<file path="config.mk">
export PLATFORM = sky130hd
export DESIGN_NAME = inst_fetch_if
export DESIGN_NICKNAME = d
export VERILOG_FILES = /design/src/rtl/inst_fetch_if.sv
export SDC_FILE = /design/constraint.sdc
export NUM_CORES = 1
export LEC_CHECK = 0
export BUFFER_PORTS_ARGS = -buffer_cell sky130_fd_sc_hd__buf_2
export CORE_ASPECT_RATIO = 0.8
export CORE_MARGIN = 2
export CORE_UTILIZATION = 44
export DETAILED_ROUTE_END_ITERATION = 10
export PLACE_DENSITY = 0.84
export SYNTH_ARGS = -nofsm -noshare
export SYNTH_HDL_FRONTEND = slang
export SYNTH_SLANG_ARGS = --single-unit
</file>
<file path="constraint.sdc">
create_clock -name clk -period 8.9 [get_ports clk]
set_input_delay 1.78 -clock clk [delete_from_list [all_inputs] [get_ports clk]]
set_output_delay 1.78 -clock clk [all_outputs]
set_load 0.1 [all_outputs]
</file>
<file path="src/rtl/inst_fetch_if.sv">
// Instruction fetch responder: turns pc/ce requests into req/ack bus reads and
// hands the instruction and its pc to IF/ID, stalling the PC while a fetch is outstanding.
module inst_fetch_if #(
  parameter int ADDR_W  = 32,
  parameter int DATA_W  = 32,
  parameter int TIMEOUT = 255
) (
  input  logic              clk,
  input  logic              rst,
  input  logic              ce_i,
  input  logic [ADDR_W-1:0] pc_i,
  input  logic [5:0]        stall_i,
  input  logic              flush_i,
  output logic              mem_req_o,
  output logic [ADDR_W-1:0] mem_addr_o,
  input  logic              mem_ack_i,
  input  logic [DATA_W-1:0] mem_rdata_i,
  output logic [DATA_W-1:0] inst_o,
  output logic [ADDR_W-1:0] inst_pc_o,
  output logic              inst_valid_o,
  output logic              stallreq_o,
  output logic              fetch_err_o
);

  typedef enum logic [1:0] {IDLE, REQ, HOLD, DRAIN} state_t;

  // The abort fires on the edge that would bring the counter to TIMEOUT.
  localparam logic [7:0] TO_LAST = 8'(TIMEOUT - 1);

  state_t            state;
  logic [7:0]        to_cnt;
  logic [ADDR_W-1:0] addr_q;
  logic              unused_stall;

  assign unused_stall = ^{stall_i[5:2], stall_i[0]};
  assign mem_addr_o   = addr_q;

  // Released in the ack cycle so the PC advances on the same edge the data lands.
  assign stallreq_o = ce_i & ((state == IDLE) | ((state == REQ) & ~mem_ack_i) |
                              (state == DRAIN));

  always_ff @(posedge clk or posedge rst) begin
    if (rst) begin
      state        <= IDLE;
      to_cnt       <= 8'd0;
      addr_q       <= '0;
      mem_req_o    <= 1'b0;
      inst_o       <= '0;
      inst_pc_o    <= '0;
      inst_valid_o <= 1'b0;
      fetch_err_o  <= 1'b0;
    end else begin
      fetch_err_o <= 1'b0;
      case (state)
        IDLE: begin
          inst_valid_o <= 1'b0;
          inst_o       <= '0;
          if (!flush_i && ce_i) begin
            if (pc_i[1:0] == 2'b00) begin
              addr_q    <= pc_i;
              mem_req_o <= 1'b1;
              to_cnt    <= 8'd0;
              state     <= REQ;
            end else begin
              inst_pc_o    <= pc_i;
              inst_valid_o <= 1'b1;
              fetch_err_o  <= 1'b1;
            end
          end
        end
        // DRAIN shares the REQ bus handling but never delivers data.
        REQ, DRAIN: begin
          inst_valid_o <= 1'b0;
          inst_o       <= '0;
          if (mem_ack_i) begin
            mem_req_o <= 1'b0;
            state     <= IDLE;
            if (state == REQ && !flush_i) begin
              inst_o       <= mem_rdata_i;
              inst_pc_o    <= addr_q;
              inst_valid_o <= 1'b1;
              if (stall_i[1]) state <= HOLD;
            end
          end else if (to_cnt == TO_LAST) begin
            mem_req_o   <= 1'b0;
            state       <= IDLE;
            fetch_err_o <= 1'b1;
            if (state == REQ && !flush_i) begin
              inst_pc_o    <= addr_q;
              inst_valid_o <= 1'b1;
            end
          end else begin
            to_cnt <= to_cnt + 8'd1;
            if (state == REQ && flush_i) state <= DRAIN;
          end
        end
        HOLD: begin
          if (flush_i || !stall_i[1]) begin
            inst_valid_o <= 1'b0;
            inst_o       <= '0;
            state        <= IDLE;
          end
        end
        default: state <= IDLE;
      endcase
    end
  end

endmodule

</file>
# Word-level counts from Yosys, hierarchy flattened
# Cells that the tools add are included.
# word_totals
register_bits	109
in_bits	75
output_inout_bits	100
# classes
n_addsub	1
n_eq_ne	12
n_mux	39
n_bitwise	5
n_reduce_logical	15
# ops
op	n
two-way mux 32 bit	8
one-hot mux 32 bit (3 select lines)	1
one-hot mux 32 bit (2 select lines)	1
two-way mux 8 bit	4
two-way mux 2 bit	8
one-hot mux 8 bit (2 select lines)	1
two-way mux 1 bit	12
AND reduction 4 bit	3
adder 8 x 1 -> 8 bit (second input constant)	1
equality test 8 bit (second input constant)	1
!= test 2 bit (second input constant)	4
one-hot mux 2 bit (3 select lines)	1
AND reduction 5 bit	1
equality test 2 bit (second input constant)	2
zero test 2 bit	2
!= test 2 x 1 -> 1 bit (second input constant)	2
!= test 4 bit (second input constant)	1
one-hot mux 1 bit (2 select lines)	2
logical AND 1 bit	3
!= test 3 bit (second input constant)	1
one-hot mux 1 bit (3 select lines)	1
AND reduction 3 bit	1
bitwise AND 1 bit	2
equality test 2 x 1 -> 1 bit (second input constant)	1
other kinds (6)	8

# Logic depth before layout (Yosys ltp)
# depth
ltp_word	6
depth_mapped	7
ltp_nobuf	6

# Least setup slack after synthesis
# Ideal clock, no wire load.
# synth_timing
path_type	input-to-output
start	input port mem_ack_i
end	output port stallreq_o
arrival_time_ns	2.670
required_time_ns	7.120
slack_ns	4.450
stages	2
path_buffers	0
cell_sequence	nand3b_1 and3_1
# synth_between
elab_chain_len	5
# synth_lines
item	line_no	source
start: declaration	16	input logic mem_ack_i,
NOT 1 bit	39	assign stallreq_o = ce_i & ((state == IDLE) | ((state == REQ) & ~mem_ack_i) |
bitwise AND 1 bit	39	
bitwise OR 1 bit (2 in series)	39	
bitwise AND 1 bit	39	
end: declaration	21	output logic stallreq_o,
# No other way between the ends.

# Worst setup path after layout
# Same ends and word-level chain as after synthesis.

==> results.md <==
- Clock skew: roughly 0.0063 ns
- Placed Cells incl. Taps: 673
- Main combinational cell family by area after synthesis: multiplexers
- First-pass GRT wire length: 17300 um
- Crit path capture type: primary output
- Die Area: 11300 um2
- Final period util: 49.9%
- Slew @ Worst Pin: roughly 1.3 ns
- Share of layout cells above drive strength 1: 47.2%
- Hold_sp: inst_valid_o
- Multi-input gate area: about 1700 um2
- Unrepaired setup endpoints after global routing: false
- Largest net degree at the start of global routing: 63
- Outcome: complete, no violations
- CTS clk-pin slew, worst paths: 0.07 ns
- DRT antenna net count: 0
- Number of synthesized register bits: 109
- Critical Path Start: mem_ack_i
- DRC viols: 0
- CTS tree: built
- Final Hold Fails: 0
- Die width: 118 um
- Setup TNS Final: 0 ns
- Most frequent cells after synthesis: 109 x dfrtp_1, 97 x nand2_1, 64 x mux2_2
- Post-synthesis adder-cell area fraction: 0.545%
- Row count: 33
- Multiplexer share of the synthesized area: approximately 16%
- Synth Net Count: 456
- Async set-reset flop share out of synthesis: 100%
- Post-DP HPWL: 7500 um
- Vias per Instance: 5.13
- Critical Path Sink: stallreq_o
- Setup-failing EPs final: 0
- CP Launch Type: primary input
- Synth Area in XOR/XNOR: 0.572%
- Antenna diode count: 0
- Crit Path Class: in -> out
- Vias in the first global route: 3450
- PD cells: 310 nW/um2
- IO Port Bufs: 169
- Max Root-Sink Buffers: 2
- Synth Area per Inst: 12.1 um2
- Core Region: a little over 10000 um2
- # IOs: between 150 and 200
- Initial antenna violation count: 0
- Placed Area: 5540 um2
- Synth top area share: 59.4%
- Root Buffer: clkbuf_16
- Postcts setup bufs: 0
- Yosys top cell by area: dfrtp_1
- Mapped Area: between 4000 and 5000 um2
- Hold-fix buffers, CTS: 0
- CP most frequent cell: buf_2
- CTS Sinks: 109
- Synth warn: 0
- Placer Congestion: 0.770
- Fin cells: 689
- Post-synthesis sequential area ratio: 59.4%
- Pleak: 3.09 nW
- Final net count: 621
- Compound-Gate Fraction of Synth Area: 8.09%
- TritonRoute pass-1 iters: 4
- Reg-to-reg slack, setup: ~6.3 ns
- Worst vdd ir: 0.000278 V
- R2r endpoint: inst_pc_o[8]
- Data arrival, critical path: between 2 and 3 ns
- Routed vias: around 3500
- Period minus WS final: about 4.4 ns
- Top-count cell post-synth: dfrtp_1
- FF/Latch Area: 2730 um2
- CP Cell Sequence: buf_2 -> nand3b_1 -> and3_1 -> buf_2
- Ranking of synthesized cells by area: dfrtp_1 59%, mux2_2 16%, nand2_1 7.9%, a22o_1 6.1%, buf_6 1.7%
- Ys flop type: dfrtp_1
- Worst skew pair latency: about 0.34 ns
- Post-route design area: around 5800 um2
- Max-cap violation count: 0
- 1st-iter DRT viols: 170
- Final Max Slew Viols: 0
- Tot GR Track Use: about a fifth
- Reg-to-reg startpoint: state[0]
- Height of the die: 95.4 um
- Post_cts resized: 0
- Initial Util: between 40 and 50%
- Final WL: 10800 um
- Synth Instances: around 380
- HP Class: reg -> reg
- EDFF count, synth: 0
- Crit path max fanout: 3
- Grt total ovfl: 0
- CTS buffer count: 9
- Req. time, crit path: about 7 ns
- R2R depth: 5
- Max incr delay on CP: 0.42 ns
- Achievable Freq: 225 MHz
- H-tree depth: 3
- Slew margin rel.: 10.1%
- # fillers: 864
- CP max stage cell: buf_2
- Post-Synth Simple-Gate Area: 12.2%
- Syn-to-layout area delta: 27.1%
- Synth unique cells: 32
- Drt wl/cell: 15.7 um
==> state kept, by name, summed over array words and instances, names as in the netlist <==
signal,count
inst_o,32
inst_pc_o,32
mem_addr_o,32
to_cnt,8
state,2
fetch_err_o,1
inst_valid_o,1
mem_req_o,1
==> through the flow <==
| step | hold WS (ns) | power [W] | setup WS, ns | utilization, % |
|---|---|---|---|---|
| 2_1_floorplan | 0.487 | 0.00128 | 4.25 | - |
| 3_3_place_gp | 0.457 | 0.00141 | 4.50 | 54.3 |
| 3_5_place_dp | 0.467 | 0.00142 | 4.48 | 54.3 |
| 4_1_cts | 0.486 | 0.00183 | 4.47 | 57.2 |
| 5_1_grt | 0.513 | 0.00188 | 4.42 | 57.2 |
| 6_report | 0.478 | 0.00181 | 4.46 | 57.2 |
==> report_power, final <==
part / switching [W] / internal (W)
combinational: 0.000659 / 0.000125
sequential: 0.0000512 / 0.000573
clock: 0.000182 / 0.000221
==> final cells by class <==
cell class / count / share of cell area, %
clock buffer: 10 / 3.92
clock inverter: 6 / 1.22
inverter: 2 / 0.171
multi-input combinational: 248 / 29.8
sequential: 109 / 46.7
tap: 140 / 3.00
timing repair buffer: 174 / 15.1
==> cell usage in the layout, fill, tap and decap left out, types with 2 or more instances in the layout <==
| cell type | instances |
|---|---|
| nand2b_1 | 2 |
| xor2_1 | 3 |
| a22o_1 | 32 |
| mux2_2 | 64 |
| clkinvlp_4 | 2 |
| ha_1 | 2 |
| and3_1 | 3 |
| clkbuf_16 | 9 |
| o21a_1 | 2 |
| o21ai_0 | 8 |
| buf_2 | 169 |
| nand4_1 | 4 |
| nand2_1 | 97 |
| clkinv_4 | 2 |
| buf_4 | 5 |
| nand3_1 | 4 |
| or3_1 | 2 |
| and2_1 | 2 |
| nor2_2 | 2 |
| dfrtp_1 | 109 |
| nor2_1 | 7 |
| mux2i_1 | 2 |
==> routing by layer <==
| metal | track usage (%) | routed length, um | vias up |
|---|---|---|---|
| met2 | 32.9 | 5350 | 147 |
| met1 | 24.9 | 4650 | 1727 |
| li1 | - | - | 1647 |
| met3 | 5.14 | 708 | 16 |
| met4 | 5.32 | 125 | 0 |
| met5 | 0 | 0 | - |
==> how the worst min path moves through the flow <==
stage	cells past startpoint	end	slack, ns
3_5_place_dp	1	inst_valid_o	0.47
2_1_floorplan	1	to_cnt[3]	0.49
4_1_cts	1	inst_valid_o	0.49
3_3_place_gp	1	inst_valid_o	0.46
5_1_grt	2	mem_addr_o[25]	0.51
6_report	1	inst_valid_o	0.48
==> kinds of logic after synthesis <==
kind of cell             Yosys count
AO/OA/AOI/OAI                     47
XOR/XNOR                           3
adder cells (fa/ha/maj)            2
buffers and inverters             22
flip-flops                       109
multiplexers                      66
AND/OR/NAND/NOR                  130
==> critical path: cells and delay by family <==
| family | cells | cell delay (ns) |
|---|---|---|
| buffers and inverters | 2 | 0.54 |
| and+or+nand+nor | 2 | 0.33 |
No activity file was read; power rests on OpenSTA's default activity.
